===== src/rtl/wb_pkg.sv =====
// Shared types and constants for the write-back arbiter slice.
// Register/data widths, the x0 encoding and the FIFO entry layout.
package wb_pkg;

    localparam int REG_W  = 5;
    localparam int DATA_W = 32;
    localparam int NREGS  = 1 << REG_W;

    localparam logic [REG_W-1:0] REG_ZERO = 5'd0;

    typedef struct packed {
        logic [REG_W-1:0]  rd;
        logic [DATA_W-1:0] data;
    } wb_entry_t;

    localparam int ENTRY_W = $bits(wb_entry_t);

    // One-hot mask for a register index; x0 never maps to a bit.
    function automatic logic [NREGS-1:0] reg_mask(input logic [REG_W-1:0] r);
        logic [NREGS-1:0] m;
        m = '0;
        if (r != REG_ZERO) begin
            m[r] = 1'b1;
        end
        return m;
    endfunction

endpackage


===== src/rtl/wb_fifo.sv =====
// Synchronous result FIFO for the multi-cycle unit (DEPTH x wb_entry_t).
// Ports: clk2, reset (async low), push/din, pop/dout (head), count, empty.
module wb_fifo
    import wb_pkg::*;
#(
    parameter int DEPTH = 4,
    localparam int AW = (DEPTH > 1) ? $clog2(DEPTH) : 1,
    localparam int CW = AW + 1
) (
    input  logic          clk2,
    input  logic          reset,
    input  logic          push,
    input  wb_entry_t     din,
    input  logic          pop,
    output wb_entry_t     dout,
    output logic [CW-1:0] count,
    output logic          empty
);

    localparam logic [CW-1:0] FULL_CNT = CW'(DEPTH);

    wb_entry_t       mem [DEPTH];
    logic [AW-1:0]   wr_ptr;
    logic [AW-1:0]   rd_ptr;
    logic            full;
    logic            do_push;
    logic            do_pop;

    assign empty   = (count == '0);
    assign full    = (count == FULL_CNT);
    assign do_push = push && !full;
    assign do_pop  = pop && !empty;
    assign dout    = mem[rd_ptr];

    // Storage needs no reset: stale words are never visible
    // because the pointers and count are cleared.
    always_ff @(posedge clk2) begin
        if (do_push) begin
            mem[wr_ptr] <= din;
        end
    end

    // DEPTH is a power of two, so pointer overflow wraps modulo DEPTH.
    always_ff @(posedge clk2 or negedge reset) begin
        if (!reset) begin
            wr_ptr <= '0;
            rd_ptr <= '0;
            count  <= '0;
        end else begin
            if (do_push) begin
                wr_ptr <= wr_ptr + 1'b1;
            end
            if (do_pop) begin
                rd_ptr <= rd_ptr + 1'b1;
            end
            unique case ({do_push, do_pop})
                2'b10:   count <= count + 1'b1;
                2'b01:   count <= count - 1'b1;
                default: count <= count;
            endcase
        end
    end

endmodule


===== src/rtl/wb_write_arbiter.sv =====
// Register-file write-port arbiter: pipeline WB vs. queued multi-cycle results.
// Ports: clk2/reset, wb_* primary, md_* multi-cycle, RegWrite/Write_*, pending, fifo_count, err.
module wb_write_arbiter
    import wb_pkg::*;
#(
    parameter int DEPTH = 4,
    localparam int CW = $clog2(DEPTH) + 1
) (
    input  logic              clk2,
    input  logic              reset,
    input  logic              wb_valid,
    input  logic [REG_W-1:0]  wb_reg,
    input  logic [DATA_W-1:0] wb_data,
    output logic              wb_stall,
    input  logic              md_issue,
    input  logic [REG_W-1:0]  md_issue_reg,
    input  logic              md_valid,
    input  logic [REG_W-1:0]  md_reg,
    input  logic [DATA_W-1:0] md_data,
    output logic              md_ready,
    output logic              RegWrite,
    output logic [REG_W-1:0]  Write_register,
    output logic [DATA_W-1:0] Write_data,
    output logic [NREGS-1:0]  pending,
    output logic [CW-1:0]     fifo_count,
    output logic              err
);

    localparam logic [CW-1:0] FULL_CNT = CW'(DEPTH);

    wb_entry_t        md_entry;
    wb_entry_t        head;
    logic             fifo_empty;
    logic             fifo_push;
    logic             fifo_pop;
    logic             drain;
    logic             wb_req;
    logic             prim_go;
    logic             issue;
    logic [NREGS-1:0] set_mask;
    logic [NREGS-1:0] clr_mask;
    logic [NREGS-1:0] pending_next;
    logic             err_ovf;
    logic             err_dup;
    logic             err_orphan;

    // x0 results are accepted but never queued.
    assign md_entry  = '{rd: md_reg, data: md_data};
    assign md_ready  = (fifo_count < FULL_CNT);
    assign fifo_push = md_valid && md_ready && (md_reg != REG_ZERO);

    wb_fifo #(
        .DEPTH (DEPTH)
    ) u_fifo (
        .clk2  (clk2),
        .reset (reset),
        .push  (fifo_push),
        .din   (md_entry),
        .pop   (fifo_pop),
        .dout  (head),
        .count (fifo_count),
        .empty (fifo_empty)
    );

    // A full FIFO takes the port for one cycle; the pop drops
    // the count below DEPTH, so the stall never lasts longer.
    always_comb begin
        drain    = (fifo_count == FULL_CNT);
        wb_req   = wb_valid && (wb_reg != REG_ZERO);
        prim_go  = wb_req && !drain;
        fifo_pop = !fifo_empty && (drain || !wb_req);
        wb_stall = drain && wb_req;
        issue    = prim_go || fifo_pop;
    end

    // Set beats clear when both hit the same register.
    always_comb begin
        set_mask     = '0;
        clr_mask     = '0;
        if (md_issue) begin
            set_mask = reg_mask(md_issue_reg);
        end
        if (fifo_pop) begin
            clr_mask = reg_mask(head.rd);
        end
        pending_next    = (pending & ~clr_mask) | set_mask;
        pending_next[0] = 1'b0;
    end

    always_comb begin
        err_ovf    = md_valid && !md_ready;
        err_dup    = md_issue && (md_issue_reg != REG_ZERO)
                     && pending[md_issue_reg];
        err_orphan = fifo_pop && !pending[head.rd];
    end

    always_ff @(posedge clk2 or negedge reset) begin
        if (!reset) begin
            RegWrite       <= 1'b0;
            Write_register <= REG_ZERO;
            Write_data     <= '0;
        end else begin
            RegWrite <= issue;
            if (prim_go) begin
                Write_register <= wb_reg;
                Write_data     <= wb_data;
            end else if (fifo_pop) begin
                Write_register <= head.rd;
                Write_data     <= head.data;
            end
        end
    end

    always_ff @(posedge clk2 or negedge reset) begin
        if (!reset) begin
            pending <= '0;
            err     <= 1'b0;
        end else begin
            pending <= pending_next;
            if (err_ovf || err_dup || err_orphan) begin
                err <= 1'b1;
            end
        end
    end

endmodule


===== config.mk =====
export PLATFORM = sky130hd
export DESIGN_NAME = wb_write_arbiter
export DESIGN_NICKNAME = d
export VERILOG_FILES = /design/src/rtl/wb_pkg.sv /design/src/rtl/wb_fifo.sv /design/src/rtl/wb_write_arbiter.sv
export SDC_FILE = /design/constraint.sdc
export NUM_CORES = 1
export LEC_CHECK = 0
export CORE_ASPECT_RATIO = 0.6
export CORE_UTILIZATION = 50
export DETAILED_ROUTE_END_ITERATION = 8
export PLACE_DENSITY = 0.77
export SYNTH_ARGS = -nofsm -noshare
export SYNTH_HDL_FRONTEND = slang
export SYNTH_SLANG_ARGS = --single-unit

===== constraint.sdc =====
create_clock -name clk2 -period 3.15 [get_ports clk2]
set_clock_uncertainty 0.15 [all_clocks]
set_input_delay 0.63 -clock clk2 [delete_from_list [all_inputs] [get_ports clk2]]
set_output_delay 0.63 -clock clk2 [all_outputs]
set_load 0.01 [all_outputs]

==> flow_metrics.tcl, run 1 <==
set metrics [dict create \
    outcome "completed" \
    maxCapViolCount 0 \
    final.min_clock_period_ns 3.12 \
    antenna_found_initial 1 \
    ys_types 41 \
    peakVddDrop_mv 0.394 \
    post-route-drc-count 0 \
    wl_per_cell_um 22.1 \
    synth_cells 582 \
    io_buffers 158 \
    fin_setup_tns_ns 0 \
    end_kind "output pin" \
    numCtsBuffers 21 \
    io_pins 160 \
    syn_area_um2 9320 \
    p_leak_nw 4.39 \
    layout.nets 857 \
    track_usage_pct 24.0 \
    root_buffer "clkbuf_16" \
    clock_latency_ns 0.49 \
    drtPass1Iterations 6 \
    hp-class "in2async" \
    ys.warnings.count 0 \
    cts_tree "done" \
    async_reset_ff_share_pct 34.2 \
    synth_edf_count 148 \
    gp_congestion 0.992 \
    max_slew_margin_pct 48.6 \
    period_share_pct 99.2 \
    syn-mean-instance-area_um2 16.0 \
    startpoint_type "input port" \
    cp_max_fo 3 \
    arrival_ns 2.34 \
    p_per_area_nw_per_um2 926 \
    antenna_cells 0 \
    routed_wl_um 22500 \
    grt_pass1_wl_um 34400 \
    required_ns 2.37 \
    grt_pass1_vias 6083 \
    worstMarginPinSlew_ns 0.771 \
    vias 5973 \
    h-tree-depth 1 \
    syn-num-nets 672 \
    slowest_stage "or4_4" \
    path_class "in2out" \
    clock.fmax_mhz 320 \
    clkTransAtPathRegs_ns 0.06 \
    ant_nets 0 \
    ff2ff_path_depth 6 \
    hold_violations 0 \
    drt_iter0_markers 707 \
    finalSetupViolCount 0 \
    clk_path_buf_depth 3 \
    rrSetupSlack_ns 0.40 \
    synth_seq_cells 225 \
    n_fill_cell 1244 \
    ctsHoldBuffers 0 \
    die_h_um 108 \
    clock-sinks 225 \
    cp_common_cell "clkdlybuf4s50_1" \
    ys_seq_area_share_pct 68.3 \
    area_growth_pct 29.2 \
    synthFlopType "edfxtp_1" \
    vias_per_cell 5.86 \
    r2r-start "u_fifo.rd_ptr[0]" \
    cp_slowest_stage_delay_ns 0.56 \
    slew_violations 0 \
    start_util_pct 51.3 \
    dieArea_um2 19200 \
    grt-ovfl-total 0 \
    r2r-end "err" \
    core_region_area_um2 18200 \
    rows 38 \
    worstPathCellList "clkdlybuf4s50_1, or4_4, o21ai_4, nor2_1, clkdlybuf4s50_1" \
    grt_max_degree 57 \
    hpwl_um 15300 \
    total_power_w 0.0112 \
    die_w_um 178 \
    drive_gt1_share_pct 16.8 \
]
-- report_power, final --
part           internal, W  total [W]  switching, W
logic              0.00219    0.00424       0.00205
registers          0.00393    0.00442      0.000482
clock network      0.00146    0.00249       0.00104
-- cells in the mapped netlist, drive strengths merged (8+ instances only) --
master | number | area share [%]
edfxtp | 148 | 48
o21ai | 98 | 5.3
dfrtp | 77 | 21
mux2i | 46 | 4.9
mux4 | 45 | 11
nand2 | 40 | 1.6
inv | 17 | 0.68
clkbuf | 16 | 0.64
buf | 14 | 0.85
nand3b | 10 | 0.81
mux2 | 8 | 0.97
nor2 | 8 | 0.32
-- cells by family after synthesis --
logic type | count (synthesis) | synth area share [%]
compound gates | 117 | 6.87
buf+inv | 47 | 2.17
xor+xnor | 6 | 0.564
mux | 99 | 16.8
simple gates | 81 | 4.34
fa+ha+maj | 6 | 0.886
flops | 225 | 68.3
other cells | 1 | 0.0402
-- worst max path at each step --
stage,start,endpoint,slack (ns),cells past startpoint
after detailed placement,wb_reg[3],u_fifo.count[2],-0.06,10
after global placement,wb_reg[3],u_fifo.count[2],-0.05,10
after global routing,wb_reg[3],wb_stall,-0.009,5
after floorplan,wb_reg[3],u_fifo.count[2],0.20,10
after CTS,wb_reg[3],wb_stall,0.01,5
final,wb_reg[3],wb_stall,0.03,5
-- critical path: cells and delay by family --
kind,cells,cell delay [ns]
compound gates,1,0.19
buf+inv,2,0.90
simple gates,2,0.63
-- per-layer routing --
metal  vias to the layer above  GRT usage (%)  wire length [um]
li1                       2612              -                 -
met1                      3054           35.9             10100
met2                       266           36.1             10200
met3                        39           6.43              1900
met4                         2           3.93               301
met5                         -              0                11
-- registers in the layout, summed over array words and instances, names as in the netlist --
register	cells
u_fifo.mem	148
RegWrite	1
u_fifo.wr_ptr	2
err	1
pending	31
u_fifo.count	3
u_fifo.rd_ptr	2
Write_data	32
Write_register	5
-- timing repair --
item / in CTS / in global routing
resized for setup: 0 / 3
buffers inserted: 0 / 1
setup endpoints to repair: 0 / 1
-- cell type report --
cell class                      count  area [um2]  share of cell area, %
Multi-Input combinational cell    310        2770                   23.0
Inverter                           17        63.8                  0.530
Timing Repair Buffer              192        1860                   15.4
Clock buffer                       28         582                   4.83
Clock inverter                      8        90.1                  0.748
Tap cell                          240         300                   2.49
Sequential cell                   225        6370                   52.9
-- per-stage QoR --
step	instances	util, %	hold slack [ns]	area, um2	worst slack, ns
floorplan	582	-	0.184	9320	0.200
global placement	983	62.5	0.311	11300	-0.0492
detailed placement	983	62.5	0.320	11300	-0.0551
CTS	1019	66.2	0.0972	12000	0.0123
global route	1020	66.3	0.128	12000	-0.00935
finish	1020	66.3	0.0665	12000	0.0256
-- placed cells by master (no fill, tap or decap), types with 2 or more instances in the layout --
cell,Yosys,final
edfxtp_1,148,148
dfrtp_1,77,75
ha_1,5,5
nand3_1,5,5
clkdlybuf4s50_1,0,157
o22ai_1,3,3
o21ai_1,3,2
inv_1,17,17
and2_2,0,4
nor2_1,8,8
clkbuf_16,0,21
dfrtp_2,0,2
buf_12,0,2
xor2_1,2,2
nand2_1,40,40
mux2_2,8,8
buf_4,1,33
bufinv_16,0,2
nand3b_1,10,10
mux2i_1,46,46
a222oi_1,5,5
mux4_2,45,45
clkinv_1,0,3
clkbuf_8,0,3
clkinv_2,0,2
or3_1,3,3
o21ai_0,95,95
a21oi_1,4,4
or3b_2,3,3
xnor2_1,4,4
clkbuf_1,16,4
Power figures use the tool's default switching activity.
==> inputs of run 2 (changes only) <==
--- a/config.mk
+++ b/config.mk
@@ -5,6 +5,7 @@
 export SDC_FILE = /design/constraint.sdc
 export NUM_CORES = 1
 export LEC_CHECK = 0
+export ABC_CLOCK_PERIOD_IN_PS = 3150
 export CORE_ASPECT_RATIO = 0.6
 export CORE_UTILIZATION = 50
 export DETAILED_ROUTE_END_ITERATION = 8
==> results of run 2 <==
Same layout as run 1: the final DEF is identical, and so are final timing and power.
==> inputs of run 3 (changes only) <==
--- a/config.mk
+++ b/config.mk
@@ -7,9 +7,10 @@
 export LEC_CHECK = 0
 export ABC_CLOCK_PERIOD_IN_PS = 3150
 export CORE_ASPECT_RATIO = 0.6
-export CORE_UTILIZATION = 50
+export CORE_UTILIZATION = 45
+export CTS_CLUSTER_DIAMETER = 30
 export DETAILED_ROUTE_END_ITERATION = 8
-export PLACE_DENSITY = 0.77
+export PLACE_DENSITY = 0.71
 export SYNTH_ARGS = -nofsm -noshare
 export SYNTH_HDL_FRONTEND = slang
 export SYNTH_SLANG_ARGS = --single-unit
==> run 3 against run 2 <==
  * Global-route usage shrank 2.3 points
  * Maximum frequency grew 1.6%
  * Core utilization fell by 4.4 points
  * Non-clock buffer count is 4 lower
  * Critical endpoint unchanged
  * Largest cell class unchanged
==> flow_metrics.tcl, run 3 (synthesis gave the netlist of run 1 again) <==
set metrics [dict create \
    clock-sinks 225 \
    clock.fmax_mhz 325 \
    r2r-end "err" \
    io_buffers 158 \
    ctsHoldBuffers 0 \
    regMostFlops "u_fifo.mem" \
    worstPathCellList "clkdlybuf4s50_1, or4_1, o21ai_2, nor2_1, clkdlybuf4s50_1" \
    maxCapViolCount 0 \
    drt_iter0_markers 567 \
    vias_per_cell 5.56 \
    rrSetupSlack_ns 0.43 \
    crit_start "wb_reg[3]" \
    clk_path_buf_depth 3 \
    rsz0062_at_grt "no" \
    cp_common_cell "clkdlybuf4s50_1" \
    cts_tree "done" \
    final_cell_mix "clkdlybuf4s50_1 (157), edfxtp_1 (148), o21ai_0 (95)" \
    final.min_clock_period_ns 3.08 \
    h-tree-depth 2 \
    max_slew_margin_pct 42.5 \
    arrival_ns 2.30 \
    track_usage_pct 21.8 \
    rows 40 \
    peakVddDrop_mv 0.456 \
    p_leak_nw 4.56 \
    layout.nets 866 \
    hpwl_um 15500 \
    grt_pass1_wl_um 35300 \
    clock_latency_ns 0.48 \
    whs_ns 0.111 \
    worstPathBufferInverterCount 2 \
    vias 5986 \
    final_common_cell "clkdlybuf4s50_1" \
    end_kind "output pin" \
    grtUsageMet2_pct 32.8 \
    crit_end "wb_stall" \
    numCtsBuffers 34 \
    die_w_um 188 \
    outcome "completed" \
    path_class "in2out" \
    cp_max_fo 2 \
    io_pins 160 \
    grt_util_met3_pct 6.62 \
    die_h_um 113 \
    grt-busiest-layer "met2" \
    cp_slowest_stage_delay_ns 0.55 \
    clkTransAtPathRegs_ns 0.05 \
    reg.largest.list "u_fifo.mem (148), Write_data (32), pending (31)" \
    ff2ff_path_depth 6 \
    antenna_found_initial 4 \
    final_util_pct 61.9 \
    p_per_area_nw_per_um2 983 \
    finalSetupViolCount 0 \
    period_share_pct 97.6 \
    path_delay_family "buffers and inverters" \
    gp_congestion 0.908 \
    drtPass1Iterations 6 \
    startpoint_type "input port" \
    path_depth 5 \
    r2r-start "u_fifo.rd_ptr[0]" \
    grt_pass1_vias 6181 \
    slew_violations 0 \
    area_growth_pct 33.9 \
    post-route-drc-count 0 \
    dieArea_um2 21300 \
    drive_gt1_share_pct 18.5 \
    hp-class "in2async" \
    root_buffer "clkbuf_16" \
    fin_setup_tns_ns 0 \
    routed_wl_um 22600 \
    wl_per_cell_um 21.0 \
    worstMarginPinSlew_ns 0.863 \
    final_area_um2 12500 \
    grtUsageMet1_pct 31.5 \
    start_util_pct 46.2 \
    largest_reg_flops 148 \
    slowest_stage "or4_1" \
    placed_cell_area_um2 11400 \
    grt_max_degree 60 \
    hold_violations 0 \
    core_region_area_um2 20200 \
    required_ns 2.37 \
    ant_nets 0 \
    grt-ovfl-total 0 \
]
==> run 3: cell count changes in the layout (fill, tap and decap cells not counted), sizes merged <==
cell / before / now
diode: 0 / 2
buf: 35 / 31
bufinv: 2 / 3
clkinvlp: 0 / 5
inv: 17 / 22
clkbuf: 28 / 42
==> run 3: layout make-up <==
cell class	instances	area [um2]
Clock buffer	42	902
Fill cell	1506	7680
Timing Repair Buffer	188	1830
Multi-Input combinational cell	310	2760
Inverter	17	63.8
Antenna cell	2	5.00
Tap cell	273	342
Sequential cell	225	6370
Clock inverter	19	210
==> run 3: worst min-delay path by stage <==
stage	endpoint	slack [ns]	cells past startpoint
final	pending[20]	0.11	1
after detailed placement	Write_data[3]	0.32	2
after global placement	Write_data[18]	0.31	2
after global routing	pending[21]	0.16	1
after CTS	Write_data[4]	0.13	1
after floorplan	RegWrite	0.18	0
==> run 3: worst register-to-register path, delay by kind of cell, from the launching register on <==
family / cells / cell delay, ns
AOI/OAI and AO/OA: 2 / 0.16
DFF: 1 / 0.49
muxes: 3 / 1.31
and+or+nand+nor: 1 / 0.55
==> run 3: power breakdown <==
group	internal [W]	leakage (nW)	switching [W]
clock network	0.00231	0.525	0.00131
logic	0.00219	1.78	0.00205
registers	0.00394	2.26	0.000481
==> run 3: metrics by stage <==
stage / total power, W / std cells / setup WS (ns)
finish: 0.0123 / 1076 / 0.0748
global route: 0.0129 / 1074 / 0.0351
CTS: 0.0124 / 1073 / 0.0158
detailed placement: 0.00870 / 1012 / -0.152
global placement: 0.00854 / 1012 / -0.113
floorplan: 0.00671 / 582 / 0.200
==> run 3: metal layers <==
metal,up-vias,part of all wire (%),routed length (um)
li1,2657,-,-
met1,3018,45,10200
met2,272,44,9900
met3,37,9.8,2200
met4,2,1.3,287
met5,-,0.053,12
==> run 3: what timing repair did <==
item	in CTS	in global routing
endpoints found under the setup margin	1	1
pin swaps	0	1
setup buffers	0	1
resized for setup	1	0
